File: src/rtl/demux_stream_router.sv
// Registered 1:N stream de-multiplexer with per-channel valid/ready skid registers,
// broadcast mode, and a sticky/saturating record of out-of-range selects.
module demux_stream_router #(
   parameter int DATA_WIDTH   = 8,
   parameter int NUM_CHANNELS = 32,
   parameter int SEL_WIDTH    = $clog2(NUM_CHANNELS),
   parameter int CNT_WIDTH    = 8
) (
   input  logic                               Clock_In,
   input  logic                               Reset_n_In,
   input  logic                               Enable_In,
   input  logic                               Broadcast_In,
   input  logic                               Valid_In,
   output logic                               Ready_Out,
   input  logic [DATA_WIDTH-1:0]              Data_In,
   input  logic [SEL_WIDTH-1:0]               Select_In,
   output logic [NUM_CHANNELS-1:0]            Valid_Out,
   input  logic [NUM_CHANNELS-1:0]            Ready_In,
   output logic [NUM_CHANNELS*DATA_WIDTH-1:0] Data_Out,
   input  logic                               Clear_Error_In,
   output logic                               Select_Error_Out,
   output logic [CNT_WIDTH-1:0]               Drop_Count_Out
);

   localparam int                 SEL_SPAN = 1 << SEL_WIDTH;
   localparam logic [SEL_WIDTH:0] CH_LIMIT = (SEL_WIDTH+1)'(NUM_CHANNELS);

   logic [NUM_CHANNELS-1:0]            full_q;
   logic [NUM_CHANNELS*DATA_WIDTH-1:0] data_q;
   logic [NUM_CHANNELS-1:0]            can_take;
   logic [NUM_CHANNELS-1:0]            load;
   logic [SEL_SPAN-1:0]                can_take_pad;
   logic                               sel_in_range;
   logic                               ready_c;
   logic                               accept;
   logic                               drop;
   logic                               select_error_q;
   logic [CNT_WIDTH-1:0]               drop_count_q;

   assign can_take     = ~full_q | Ready_In;
   // Padding to the full select span keeps the indexed read in range for any select value.
   assign can_take_pad = SEL_SPAN'(can_take);
   assign sel_in_range = {1'b0, Select_In} < CH_LIMIT;

   always_comb begin
      ready_c = 1'b0;
      if (!Reset_n_In || !Enable_In) begin
         ready_c = 1'b0;
      end else if (Broadcast_In) begin
         ready_c = &can_take;
      end else if (sel_in_range) begin
         ready_c = can_take_pad[Select_In];
      end else begin
         ready_c = 1'b1;
      end
   end

   assign accept = Valid_In & ready_c;
   assign drop   = accept & ~Broadcast_In & ~sel_in_range;

   always_comb begin
      load = '0;
      for (int k = 0; k < NUM_CHANNELS; k++) begin
         load[k] = accept & (Broadcast_In | (sel_in_range & (Select_In == SEL_WIDTH'(k))));
      end
   end

   // A load takes priority over a pop so a channel can stream one word per cycle.
   always_ff @(posedge Clock_In or negedge Reset_n_In) begin
      if (!Reset_n_In) begin
         full_q <= '0;
         data_q <= '0;
      end else begin
         for (int k = 0; k < NUM_CHANNELS; k++) begin
            if (load[k]) begin
               data_q[k*DATA_WIDTH +: DATA_WIDTH] <= Data_In;
               full_q[k]                          <= 1'b1;
            end else if (full_q[k] && Ready_In[k]) begin
               full_q[k] <= 1'b0;
            end
         end
      end
   end

   // A drop on the same edge as a clear restarts the record at one.
   always_ff @(posedge Clock_In or negedge Reset_n_In) begin
      if (!Reset_n_In) begin
         select_error_q <= 1'b0;
         drop_count_q   <= '0;
      end else if (drop) begin
         select_error_q <= 1'b1;
         if (Clear_Error_In) begin
            drop_count_q <= CNT_WIDTH'(1);
         end else if (!(&drop_count_q)) begin
            drop_count_q <= drop_count_q + CNT_WIDTH'(1);
         end
      end else if (Clear_Error_In) begin
         select_error_q <= 1'b0;
         drop_count_q   <= '0;
      end
   end

   assign Ready_Out        = ready_c;
   assign Valid_Out        = full_q;
   assign Data_Out         = data_q;
   assign Select_Error_Out = select_error_q;
   assign Drop_Count_Out   = drop_count_q;

endmodule

File: config.mk
export PLATFORM = sky130hd
export DESIGN_NAME = demux_stream_router
export DESIGN_NICKNAME = d
export VERILOG_FILES = /design/src/rtl/demux_stream_router.sv
export SDC_FILE = /design/constraint.sdc
export NUM_CORES = 1
export LEC_CHECK = 0
export CAP_MARGIN = 30
export CORE_ASPECT_RATIO = 0.7
export CORE_UTILIZATION = 45
export CTS_BUF_LIST = sky130_fd_sc_hd__clkbuf_2 sky130_fd_sc_hd__clkbuf_4 sky130_fd_sc_hd__clkbuf_8
export DETAILED_ROUTE_END_ITERATION = 12
export PLACE_DENSITY = 0.76
export SETUP_SLACK_MARGIN = 0.05
export SLEW_MARGIN = 15
export SYNTH_ARGS = -nofsm -noshare
export SYNTH_HDL_FRONTEND = slang
export SYNTH_SLANG_ARGS = --single-unit
File: constraint.sdc
create_clock -name Clock_In -period 3.3 [get_ports Clock_In]
set_input_delay 0.66 -clock Clock_In [delete_from_list [all_inputs] [get_ports Clock_In]]
set_output_delay 0.66 -clock Clock_In [all_outputs]
set_load 0.01 [all_outputs]
==> results of run 1 <==
per-stage QoR:
stage	setup TNS, ns	hold slack [ns]	util (%)	instances
2_1_floorplan	0	0.364	-	853
3_3_place_gp	-37.57	0.483	64.1	1585
3_5_place_dp	-60.00	0.493	64.3	1587
4_1_cts	0	0.232	68.2	1671
5_1_grt	0	0.294	68.2	1672
6_report	0	0.248	68.2	1672
Yosys cell counts:
library cell / number
dfrtp_1: 288
mux2_2: 256
nand2b_1: 40
clkbuf_1: 38
o21ai_0: 35
nand2_1: 28
a21o_1: 16
nor2_1: 15
buf_2: 13
a21oi_2: 11
buf_4: 11
nand4_1: 7
o22ai_2: 7
a21oi_1: 6
nand3_1: 6
nor2b_1: 5
nor4_1: 5
o22a_1: 5
or2_2: 5
mux4_2: 4
o21bai_2: 4
a211o_1: 3
a211oi_4: 3
inv_1: 3
nand3b_1: 3
nor3_1: 3
nor3b_1: 3
o221ai_1: 3
and4b_1: 2
mux2i_1: 2
a221o_1: 1
a311oi_1: 1
a31o_2: 1
and2_1: 1
and3_1: 1
conb_1: 1
mux2_1: 1
nand4b_1: 1
nor4b_1: 1
o211a_1: 1
o21ai_1: 1
or3_1: 1
or3b_2: 1
or4_1: 1
or4b_2: 1
area by class of cell:
cell class / count / share of cell area, %
Tap cell: 357 / 2.52
Antenna cell: 1 / 0.0141
Timing Repair Buffer: 440 / 25.4
Clock inverter: 7 / 0.226
Inverter: 3 / 0.0636
Sequential cell: 288 / 40.7
Multi-Input combinational cell: 500 / 25.7
Clock buffer: 76 / 5.38
worst min path at each step:
stage                   from  depth (start not counted)            end  slack, ns
3_5_place_dp    Data_Out[76]                          1   Data_Out[76]       0.49
5_1_grt           Reset_n_In                          2  Data_Out[143]       0.29
4_1_cts           Reset_n_In                          2   Valid_Out[7]       0.23
2_1_floorplan     Reset_n_In                          0    Data_Out[0]       0.36
3_3_place_gp   Data_Out[102]                          1  Data_Out[102]       0.48
6_report          Reset_n_In                          2  Data_Out[158]       0.25
worst max-delay path: stages:
cell and delay, ns:
clkdlybuf4s50_1 0.44, or4b_2 0.62, o221ai_1 0.09, a221o_1 0.23
or2_4 0.15, o211a_4 0.17, inv_1 0.04, buf_2 0.14
metal layers:
layer	vias up	routed length (µm)	track usage, %
li1	3876	-	-
met1	4422	15900	37.0
met2	371	16300	41.6
met3	57	3200	8.34
met4	2	715	7.63
met5	-	13	0
power by group through the flow:
stage	Combinational [mW]	Clock (mW)	Sequential [mW]
floorplan	1.38	0	6.27
global placement	5.41	0	5.61
detailed placement	5.49	0	5.68
CTS	5.54	3.28	5.65
global route	5.79	3.43	5.81
finish	5.49	3.19	5.65
state kept, by name, summed over array words and instances (netlist names):
name and flops:
Data_Out 256, Valid_Out 32
logic make-up after synthesis:
group                  after synthesis
other                                1
DFF                                288
AOI/OAI and AO/OA                   98
muxes                              263
buffers and inverters               65
and+or+nand+nor                    130
repair_timing:
action | CTS | global route
gates resized for setup | 14 | 0
buffers inserted | 1 | 0
endpoints found under the setup margin | 1 | 0
==> flow_metrics.tcl, run 1 <==
set metrics [dict create \
    status "completed" \
    worstPathRequired_ns 2.64 \
    clock-sinks 288 \
    avgSynthCellArea_um2 14.2 \
    path_class "input port to primary output" \
    via_per_inst 5.22 \
    yosys_warnings 0 \
    crit_path_end "Ready_Out" \
    clock_power_share_pct 22.3 \
    internal_power_mw 10.2 \
    antenna_left 0 \
    drv_slew 0 \
    hp-class "input port to async pin" \
    ios 349 \
    placed_area_mm2 0.0167 \
    syn2layout_area_growth_pct 47.6 \
    fin_ws_ns 0.0982 \
    cp-startpoint "Ready_In[16]" \
    p_per_area_mw_per_mm2 810 \
    ys_types 45 \
    synth_compound_area_share_pct 6.28 \
    hold_buffers 0 \
    grt_usage_pct 27.0 \
    cts_root_buf "clkbuf_8" \
    rrSetupSlack_ns 0.63 \
    die_w_um 197 \
    syn_area_mm2 0.0120 \
    cts_tree "done" \
    timing.final.crit_share_pct 97.0 \
    seq_area_mm2 0.00721 \
    fmax_mhz 312 \
    relSlewSlack_pct 44.9 \
    dp_worst_setup_slack_ns -0.489 \
    vias 8728 \
    synthSimpleGateAreaFrac_pct 6.02 \
    period_minus_slack_ns 3.20 \
    vdd_drop_max_mv 0.552 \
    worstSkewPairLatency_ns 0.58 \
    io_buffers 338 \
    leakage_nw 7.70 \
    worstSetupStartpointType "input port" \
    nets 1329 \
    synth.area.top_cells "dfrtp_1 60%, mux2_2 24%, nand2b_1 2.1%" \
    seqPwrFrac_pct 39.4 \
    p_sw_share_pct 29.1 \
    clkTransAtPathRegs_ns 0.06 \
    synth_xor_area_share_pct 0 \
    layout_commonest_cell "clkdlybuf4s50_1" \
    synth_cells 845 \
    maxCapViolations 0 \
    grt_max_degree 65 \
    p_sw_mw 4.18 \
    fp.dieH_um 139 \
    power_mw 14.3 \
    grt_antenna_before_repair 2 \
    grt-ovfl-total 0 \
    drc 0 \
    synth-seq-cells 288 \
    synth_top_family_by_area "multiplexers" \
    cts.path.max_buffers 3 \
    final_cell_mix "333 x clkdlybuf4s50_1, 288 x dfrtp_1, 256 x mux2_2" \
    firstDrtPassIters 5 \
    num_rows 49 \
    htree_num_levels 2 \
    drive_gt1_share_pct 36.9 \
    synth_top_area_cell "dfrtp_1" \
    worst_pin_slew_ns 0.826 \
    drt-total-wl_um 36100 \
    reg2reg_from "Valid_Out[12]" \
    r2r_end "Data_Out[65]" \
    grt_setup_unrepaired "no" \
    first_global_vias 9152 \
    gp_congestion 0.928 \
    r2r.worst_path.cells 7 \
    synthMuxAreaShare_pct 25.1 \
    hold_viol 0 \
    grt_pass1_wl_um 55600 \
    start_util_pct 46.2 \
    die-area_mm2 0.0273 \
    worst-endpoint-arrival_ns 2.54 \
    drtIter0Drc 499 \
    synth_fa_ha_area_share_pct 0 \
    worst-path-max-fanout 2 \
    seq_area_frac_synth_pct 60.1 \
    numCtsBuffers 45 \
    wire_per_inst_um 21.6 \
    core_area_mm2 0.0259 \
    fill_cells 1910 \
    setup_violations 0 \
    crit_path_end_kind "primary output" \
    skew_ns 0.0312 \
    yosysTopAreaCellShare_pct 60.1 \
    multiInputGateArea_mm2 0.00454 \
    finalInstanceArea_mm2 0.0177 \
    place_hpwl_um 24600 \
    pwr-share-comb_pct 38.3 \
]
(Power assumes the default switching activity.)
==> inputs of run 2 (changes only) <==
==> constraint.sdc (replaced) <==
create_clock -name Clock_In -period 3.7 [get_ports Clock_In]
set_input_delay 0.74 -clock Clock_In [delete_from_list [all_inputs] [get_ports Clock_In]]
set_output_delay 0.74 -clock Clock_In [all_outputs]
set_load 0.01 [all_outputs]
==> flow_metrics.tcl, run 2 (synthesized netlist as in run 1, its figures left out) <==
set metrics [dict create \
    status "completed" \
    crit_slowest_cell "or4_1" \
    crit_path_cell_trace "clkdlybuf4s50_1, nand2_1, or4_1, nor4_2, nand3_2, o211a_1, inv_1, clkbuf_2" \
    slowest_delay_ns 0.57 \
    maxCapViolations 0 \
    cts.path.max_buffers 3 \
    leakage_nw 7.62 \
    nets 1310 \
    drt-total-wl_um 36100 \
    cts_tree "done" \
    wire_per_inst_um 21.9 \
    r2r.worst_path.cells 7 \
    reg2reg_from "Valid_Out[12]" \
    pwr-share-comb_pct 38.3 \
    via_per_inst 5.19 \
    core_area_mm2 0.0259 \
    hold_viol 0 \
    drtIter0Drc 363 \
    vdd_drop_max_mv 0.529 \
    io_buffers 338 \
    internal_power_mw 9.09 \
    firstDrtPassIters 4 \
    critical_path_cell_count 8 \
    fp.dieH_um 139 \
    layout_commonest_cell "clkdlybuf4s50_1" \
    wl_met3_um 3010 \
    skew_ns 0.0196 \
    die_w_um 197 \
    numCtsBuffers 46 \
    critPathBufInv 3 \
    finalInstanceArea_mm2 0.0175 \
    path_delay_family "simple AND/OR/NAND/NOR gates" \
    met1_length_um 16100 \
    num_rows 49 \
    final_cell_mix "334 x clkdlybuf4s50_1, 288 x dfrtp_1, 256 x mux2_2" \
    grt_antenna_before_repair 1 \
    clkTransAtPathRegs_ns 0.06 \
    timing.final.crit_share_pct 94.2 \
    p_sw_share_pct 29.0 \
    drc 0 \
    setup_violations 0 \
    placed_area_mm2 0.0165 \
    met2_length_um 16300 \
    cts_root_buf "clkbuf_8" \
    cp-startpoint "Enable_In" \
    highest_layer "met4" \
    p_sw_mw 3.71 \
    path_class "input port to primary output" \
    worst-endpoint-arrival_ns 2.75 \
    worstSetupStartpointType "input port" \
    first_global_vias 9035 \
    drv_slew 0 \
    rrSetupSlack_ns 0.87 \
    fill_cells 1905 \
    hold_buffers 0 \
    crit_path_end_kind "primary output" \
    fmax_mhz 287 \
    syn2layout_area_growth_pct 46.1 \
    clock-sinks 288 \
    gp_congestion 0.907 \
    hp-class "input port to async pin" \
    worstPathRequired_ns 2.96 \
    grt_max_degree 77 \
    htree_num_levels 2 \
    die-area_mm2 0.0273 \
    grt_setup_unrepaired "no" \
    clock_power_share_pct 22.5 \
    relSlewSlack_pct 39.8 \
    place_hpwl_um 24600 \
    vias 8562 \
    largest_register_ffs 256 \
    utilization_pct 67.6 \
    worst-path-max-fanout 2 \
    grt_pass1_wl_um 55300 \
    p_per_area_mw_per_mm2 730 \
    post-cts-setup-buffers 0 \
    grt-ovfl-total 0 \
    period_minus_slack_ns 3.49 \
    worst_pin_slew_ns 0.900 \
    start_util_pct 46.2 \
    ios 349 \
    seqPwrFrac_pct 39.2 \
    grt_usage_pct 26.9 \
    worstSkewPairLatency_ns 0.58 \
    drive_gt1_share_pct 35.6 \
    antenna_left 0 \
]
==> run 2: cell types whose count changed in the layout (fill, tap and decap cells not counted), sizes merged, moves of 2 or more <==
cell	change
buf	-21
bufinv	+2
clkinv	-2
dlygate4sd2	-2
==> run 2: path summary, 6_finish.rpt <==
| path | end |
|---|---|
| max in group asynchronous | Data_Out[164] |
| min in group Clock_In | Data_Out[168] |
| worst min register to register | Data_Out[168] |
| worst min-delay path | Data_Out[143] |
| worst max-delay path | Ready_Out |
| worst max register to register | Data_Out[65] |
==> run 2: through the flow <==
stage	setup TNS [ns]	std cells	setup WS, ns	total power [mW]	hold slack, ns
3_5_place_dp	-0.231	1565	-0.221	9.96	0.483
2_1_floorplan	0	853	0.490	6.83	0.444
6_report	0	1649	0.213	12.8	0.0826
5_1_grt	0	1649	0.147	13.4	0.0600
4_1_cts	0	1645	0.0619	12.9	0.377
3_3_place_gp	-0.202	1565	-0.202	9.81	0.486
==> run 2: final cells by class <==
| class | count | area (µm²) | share of cell area, % |
|---|---|---|---|
| antenna | 1 | 2.50 | 0.0143 |
| clock buffer | 74 | 893 | 5.10 |
| clock inverter | 6 | 82.6 | 0.471 |
| inverter | 3 | 11.3 | 0.0643 |
| multi-input combinational | 500 | 4530 | 25.8 |
| sequential | 288 | 7210 | 41.1 |
| tap | 357 | 447 | 2.55 |
| timing repair buffer | 420 | 4350 | 24.8 |
==> run 2: per-layer routing <==
layer	vias up	global-route usage, %
li1	3834	-
met1	4358	37.4
met2	316	41.2
met3	54	8.22
met4	0	6.77
met5	-	0
==> run 2: power groups by stage <==
stage          sequential, mW  combinational [mW]  clock (mW)
3_5_place_dp             5.06                4.90           0
5_1_grt                  5.17                5.16        3.09
2_1_floorplan            5.59                1.23           0
4_1_cts                  5.02                4.93        2.95
6_report                 5.02                4.90        2.89
3_3_place_gp             4.98                4.83           0
==> run 2: repair_timing <==
action	4_1_cts	5_1_grt
endpoints found under the setup margin	1	1
cloned	0	0
gates resized for setup	5	3
pin swaps	1	1
==> inputs of run 3 (changes only) <==
--- a/config.mk
+++ b/config.mk
@@ -12,7 +12,7 @@
 export DETAILED_ROUTE_END_ITERATION = 12
 export PLACE_DENSITY = 0.76
 export SETUP_SLACK_MARGIN = 0.05
-export SLEW_MARGIN = 15
+export SLEW_MARGIN = 20
 export SYNTH_ARGS = -nofsm -noshare
 export SYNTH_HDL_FRONTEND = slang
 export SYNTH_SLANG_ARGS = --single-unit
==> flow_metrics.tcl, run 3 (synthesized netlist as in run 1, its figures left out) <==
set metrics [dict create \
    status "completed" \
    drtIter0Drc 366 \
    fill_cells 1908 \
    wire_per_inst_um 21.9 \
    grt_setup_unrepaired "no" \
    grtUsageMet1_pct 37.4 \
    met3_usage_pct 8.22 \
    crit_path_end_kind "primary output" \
    relSlewSlack_pct 39.6 \
    via_per_inst 5.21 \
    htree_num_levels 2 \
    io_buffers 338 \
    place_hpwl_um 24600 \
    cts_root_buf "clkbuf_8" \
    r2r.worst_path.cells 7 \
    setup-tns-final_ns 0 \
    worstSetupStartpointType "input port" \
    worst-endpoint-arrival_ns 2.75 \
    layout_commonest_cell "clkdlybuf4s50_1" \
    crit_slowest_cell "or4_1" \
    numCtsBuffers 46 \
    reg2reg_from "Valid_Out[12]" \
    leakage_nw 7.61 \
    worstSkewPairLatency_ns 0.57 \
    critPathBufInv 3 \
    fin_ws_ns 0.213 \
    setup_violations 0 \
    grt_pass1_wl_um 55300 \
    path_delay_family "simple AND/OR/NAND/NOR gates" \
    drc 0 \
    start_util_pct 46.2 \
    grt_max_degree 77 \
    hold_viol 0 \
    period_minus_slack_ns 3.49 \
    largest_register_ffs 256 \
    vdd_drop_max_mv 0.528 \
    cp-startpoint "Enable_In" \
    rrSetupSlack_ns 0.88 \
    drv_slew 0 \
    final_cell_mix "334 x clkdlybuf4s50_1, 288 x dfrtp_1, 256 x mux2_2" \
    hold_buffers 0 \
    dp_worst_setup_slack_ns -0.221 \
    timing.final.crit_share_pct 94.2 \
    slowest_delay_ns 0.57 \
    worstPathRequired_ns 2.96 \
    worst_pin_slew_ns 0.903 \
    clkTransAtPathRegs_ns 0.06 \
    first_global_vias 9035 \
    fmax_mhz 287 \
    power_mw 12.8 \
    drive_gt1_share_pct 35.6 \
    antenna_left 0 \
    die-area_mm2 0.0273 \
    hp-class "input port to async pin" \
    cts.path.max_buffers 3 \
    vias 8593 \
    grt-ovfl-total 0 \
    cts_tree "done" \
    utilization_pct 67.5 \
    p_per_area_mw_per_mm2 730 \
    gp_congestion 0.907 \
    grt_util_met2_pct 41.2 \
    ios 349 \
    die_w_um 197 \
    grt_antenna_before_repair 1 \
    critical_path_cell_count 8 \
    syn2layout_area_growth_pct 46.1 \
    maxCapViolations 0 \
    r2r_end "Data_Out[78]" \
    worst-path-max-fanout 2 \
    drt-total-wl_um 36000 \
    grt-busiest-layer "met2" \
    skew_ns 0.0196 \
    core_area_mm2 0.0259 \
    fp.dieH_um 139 \
    path_class "input port to primary output" \
    crit_path_end "Ready_Out" \
    nets 1310 \
    clock-sinks 288 \
    crit_path_cell_trace "clkdlybuf4s50_1, nand2_1, or4_1, nor4_2, nand3_2, o211a_1, inv_1, clkbuf_2" \
    num_rows 49 \
    grt_usage_pct 26.9 \
    firstDrtPassIters 5 \
]
## run 3: cell counts in the layout (fill, tap and decap cells not counted)
No cell type changed its count.
## run 3: worst min-delay path by stage
stage                   from       endpoint  cells past startpoint
2_1_floorplan     Reset_n_In    Data_Out[0]                      0
3_3_place_gp   Data_Out[102]  Data_Out[102]                      1
3_5_place_dp   Data_Out[102]  Data_Out[102]                      1
4_1_cts           Reset_n_In  Data_Out[143]                      2
5_1_grt           Reset_n_In  Data_Out[150]                      2
6_report          Reset_n_In  Data_Out[150]                      2
## run 3: stage by stage
stage               hold WS (ns)  cell area, µm²  cells
finish                     0.180           17500   1649
global route               0.180           17500   1649
CTS                        0.377           17400   1645
detailed placement         0.483           16500   1565
global placement           0.486           16500   1565
floorplan                  0.444           12000    853
## run 3: cell type report
class	instances	area (µm²)	share of cell area, %
inverter	3	11.3	0.0643
tap	357	447	2.55
clock buffer	74	893	5.10
timing repair buffer	420	4340	24.8
clock inverter	6	82.6	0.471
sequential	288	7210	41.1
multi-input combinational	500	4530	25.8
antenna	1	2.50	0.0143
## run 3: per-layer routing
metal | vias to the layer above | share of wire, %
met1 | 4379 | 45
met2 | 319 | 45
met5 | - | 0
li1 | 3843 | -
met3 | 52 | 8.3
met4 | 0 | 1.9
## run 3: what timing repair did
action                                  CTS  global route
pin swaps                                 1             1
resized for setup                         5             3
setup buffers                             0             0
endpoints found under the setup margin    1             1
## run 3: where the power goes
| part | internal (mW) | switching (mW) |
|---|---|---|
| Clock | 1.66 | 1.22 |
| Sequential | 4.37 | 0.640 |
| Combinational | 3.05 | 1.84 |
==> RTL change: new RTL, settings of run 2 <==
Set the parameter `CNT_WIDTH` to 12 (it was 8).
--- a/src/rtl/demux_stream_router.sv
+++ b/src/rtl/demux_stream_router.sv
@@ -4,7 +4,7 @@
    parameter int DATA_WIDTH   = 8,
    parameter int NUM_CHANNELS = 32,
    parameter int SEL_WIDTH    = $clog2(NUM_CHANNELS),
-   parameter int CNT_WIDTH    = 8
+   parameter int CNT_WIDTH    = 12
 ) (
    input  logic                               Clock_In,
    input  logic                               Reset_n_In,
Ports: changed (resized Drop_Count_Out); port bits go from 349 to 353. No check against the original RTL was run, so the function may have changed too.
==> RTL change against run 2 <==
Worst setup slack gained 0.057 ns; wire length grew 0.89%; maximum frequency grew 1.7%; clock skew grew 0.011 ns; die area grew 0.25%; first-iteration DRC count grew 29%; worst hold slack gained 0.17 ns; total power shrank 0.87%; sequential cell count is the same; design area shrank 0.15%; area after synthesis grew 0.25%; critical path type unchanged; largest cell class unchanged.
==> RTL change: results (changes against run 2) <==
| Metric | Value |
|---|---|
| Status | finished clean |
| Share of cells above drive strength 1 | 35.3% (-0.26 points) |
| Final net count | 1,313 (+0.23%) |
| Setup WS pre-CTS | -0.257 ns (-0.0359 ns) |
| Leak pwr | 7.60 nW (-0.27%) |
| Ys async rst share | 100% (unchanged) |
| Largest net degree at the start of global routing | 175 (+130%) |
| DR WL/cell | 22.1 um (+0.89%) |
| Wire length on met2 | 16,200 um (-0.56%) |
| First-pass DRT Iterations | 5 (+1) |
| Worst EP arrival | 2.69 ns (-0.06 ns) |
| Wire length on met3 | 3300 um (+9.6%) |
| Via count | 8,693 (+1.5%) |
| Worst-margin pin slew | 0.961 ns (+0.0617 ns) |
| Max Clock Skew | 0.0307 ns (+0.0111 ns) |
| GRT Resource Usage Total | 26.9% (about the same) |
| Initial antenna violation count | 0 (-1) |
| Register clock-pin slew on the reported worst setup and hold paths | 0.08 ns (+0.02 ns) |
| # diodes | 0 (-1) |
| Vias/cell | 5.27 (+1.5%) |
| Global-route wire length before repair | 55,300 um (about the same) |
| Num CTS Buffers | 44 (-4.3%) |
| Number of global-route vias before repair | 8,935 (-1.1%) |
| Met1 WL | 16,300 um (+1.2%) |
| Share of the yosys chip area belonging to registers | 60.0% (-0.15 points) |
| Maximum vdd drop | 0.574 mV (+8.5%) |
| Filler Cells Inserted | 1,902 (-0.16%) |
| Cells after DPL | 1,571 (+0.38%) |
| Syn avg cell area | 14.2 um2 (-0.22%) |
-- RTL change: changes by cell type in the layout (fill, tap and decap cells not counted), sizes merged --
cell          before  now
clkbuf            75   72
clkinv             3    5
bufinv             2    0
buf               83   84
diode              1    0
clkinvlp           1    0
dlymetal6s2s       1    0
conb               9   13
dlygate4sd2        1    2
-- RTL change: report_power, final --
part / switching, mW / leakage, nW / total [mW] / internal [mW]
combinational: 1.86 / 3.50 / 4.91 / 3.05
clock: 1.23 / 0.494 / 2.75 / 1.51
sequential: 0.654 / 3.60 / 5.03 / 4.37
-- RTL change: worst max-delay path: stages --
cell	delay [ns]
clkdlybuf4s50_1	0.47
nand2_1	0.09
or4_1	0.58
nor4_4	0.30
nand3_2	0.11
o211a_1	0.19
inv_1	0.06
clkbuf_2	0.15
-- RTL change: logic make-up after synthesis --
family	after synthesis	synth area share, %
AO/OA/AOI/OAI	98	6.27
buffers and inverters	69	2.76
flip-flops	288	60.0
multiplexers	263	25.0
other	1	0.0312
AND/OR/NAND/NOR	130	6.01
-- RTL change: layer usage --
metal | up-vias | GRT usage, %
met2 | 356 | 40.5
met4 | 0 | 6.81
met5 | - | 0
met1 | 4460 | 37.9
li1 | 3832 | -
met3 | 45 | 8.32
-- RTL change: worst paths after layout --
kind	from	end	slack (ns)	depth (start not counted)
max	Enable_In	Ready_Out	0.27	8
min	Reset_n_In	Data_Out[143]	0.25	2
max reg2reg	Valid_Out[16]	Data_Out[244]	0.87	7
min reg2reg	Data_Out[75]	Data_Out[75]	0.50	1
max in group asynchronous	Reset_n_In	Data_Out[24]	2.07	3
min in group Clock_In	Data_Out[75]	Data_Out[75]	0.50	1
-- RTL change: repair_timing --
| item | 4_1_cts | 5_1_grt |
|---|---|---|
| gates cloned | 0 | 0 |
| hold endpoints to repair | 0 | 0 |
| pin swaps | 1 | 0 |
| resized for setup | 5 | 4 |
| setup endpoints to repair | 1 | 1 |
| buffers inserted | 1 | 0 |
-- RTL change: per-stage QoR --
step,utilization (%),area (um2),total power [mW],setup TNS [ns]
after floorplan,-,12100,6.83,0
after global placement,63.7,16500,9.84,-0.229
after detailed placement,63.7,16500,9.99,-0.435
after CTS,67.3,17500,12.8,0
after global routing,67.5,17500,13.3,0
final,67.5,17500,12.7,0
-- RTL change: final cells by class --
cell class | count | area (um2) | share of cell area (%)
sequential | 288 | 7210 | 41.2
multi-input combinational | 504 | 4550 | 26.0
tap | 357 | 447 | 2.55
inverter | 3 | 11.3 | 0.0644
timing repair buffer | 421 | 4370 | 25.0
clock inverter | 5 | 25.0 | 0.143
clock buffer | 71 | 890 | 5.08
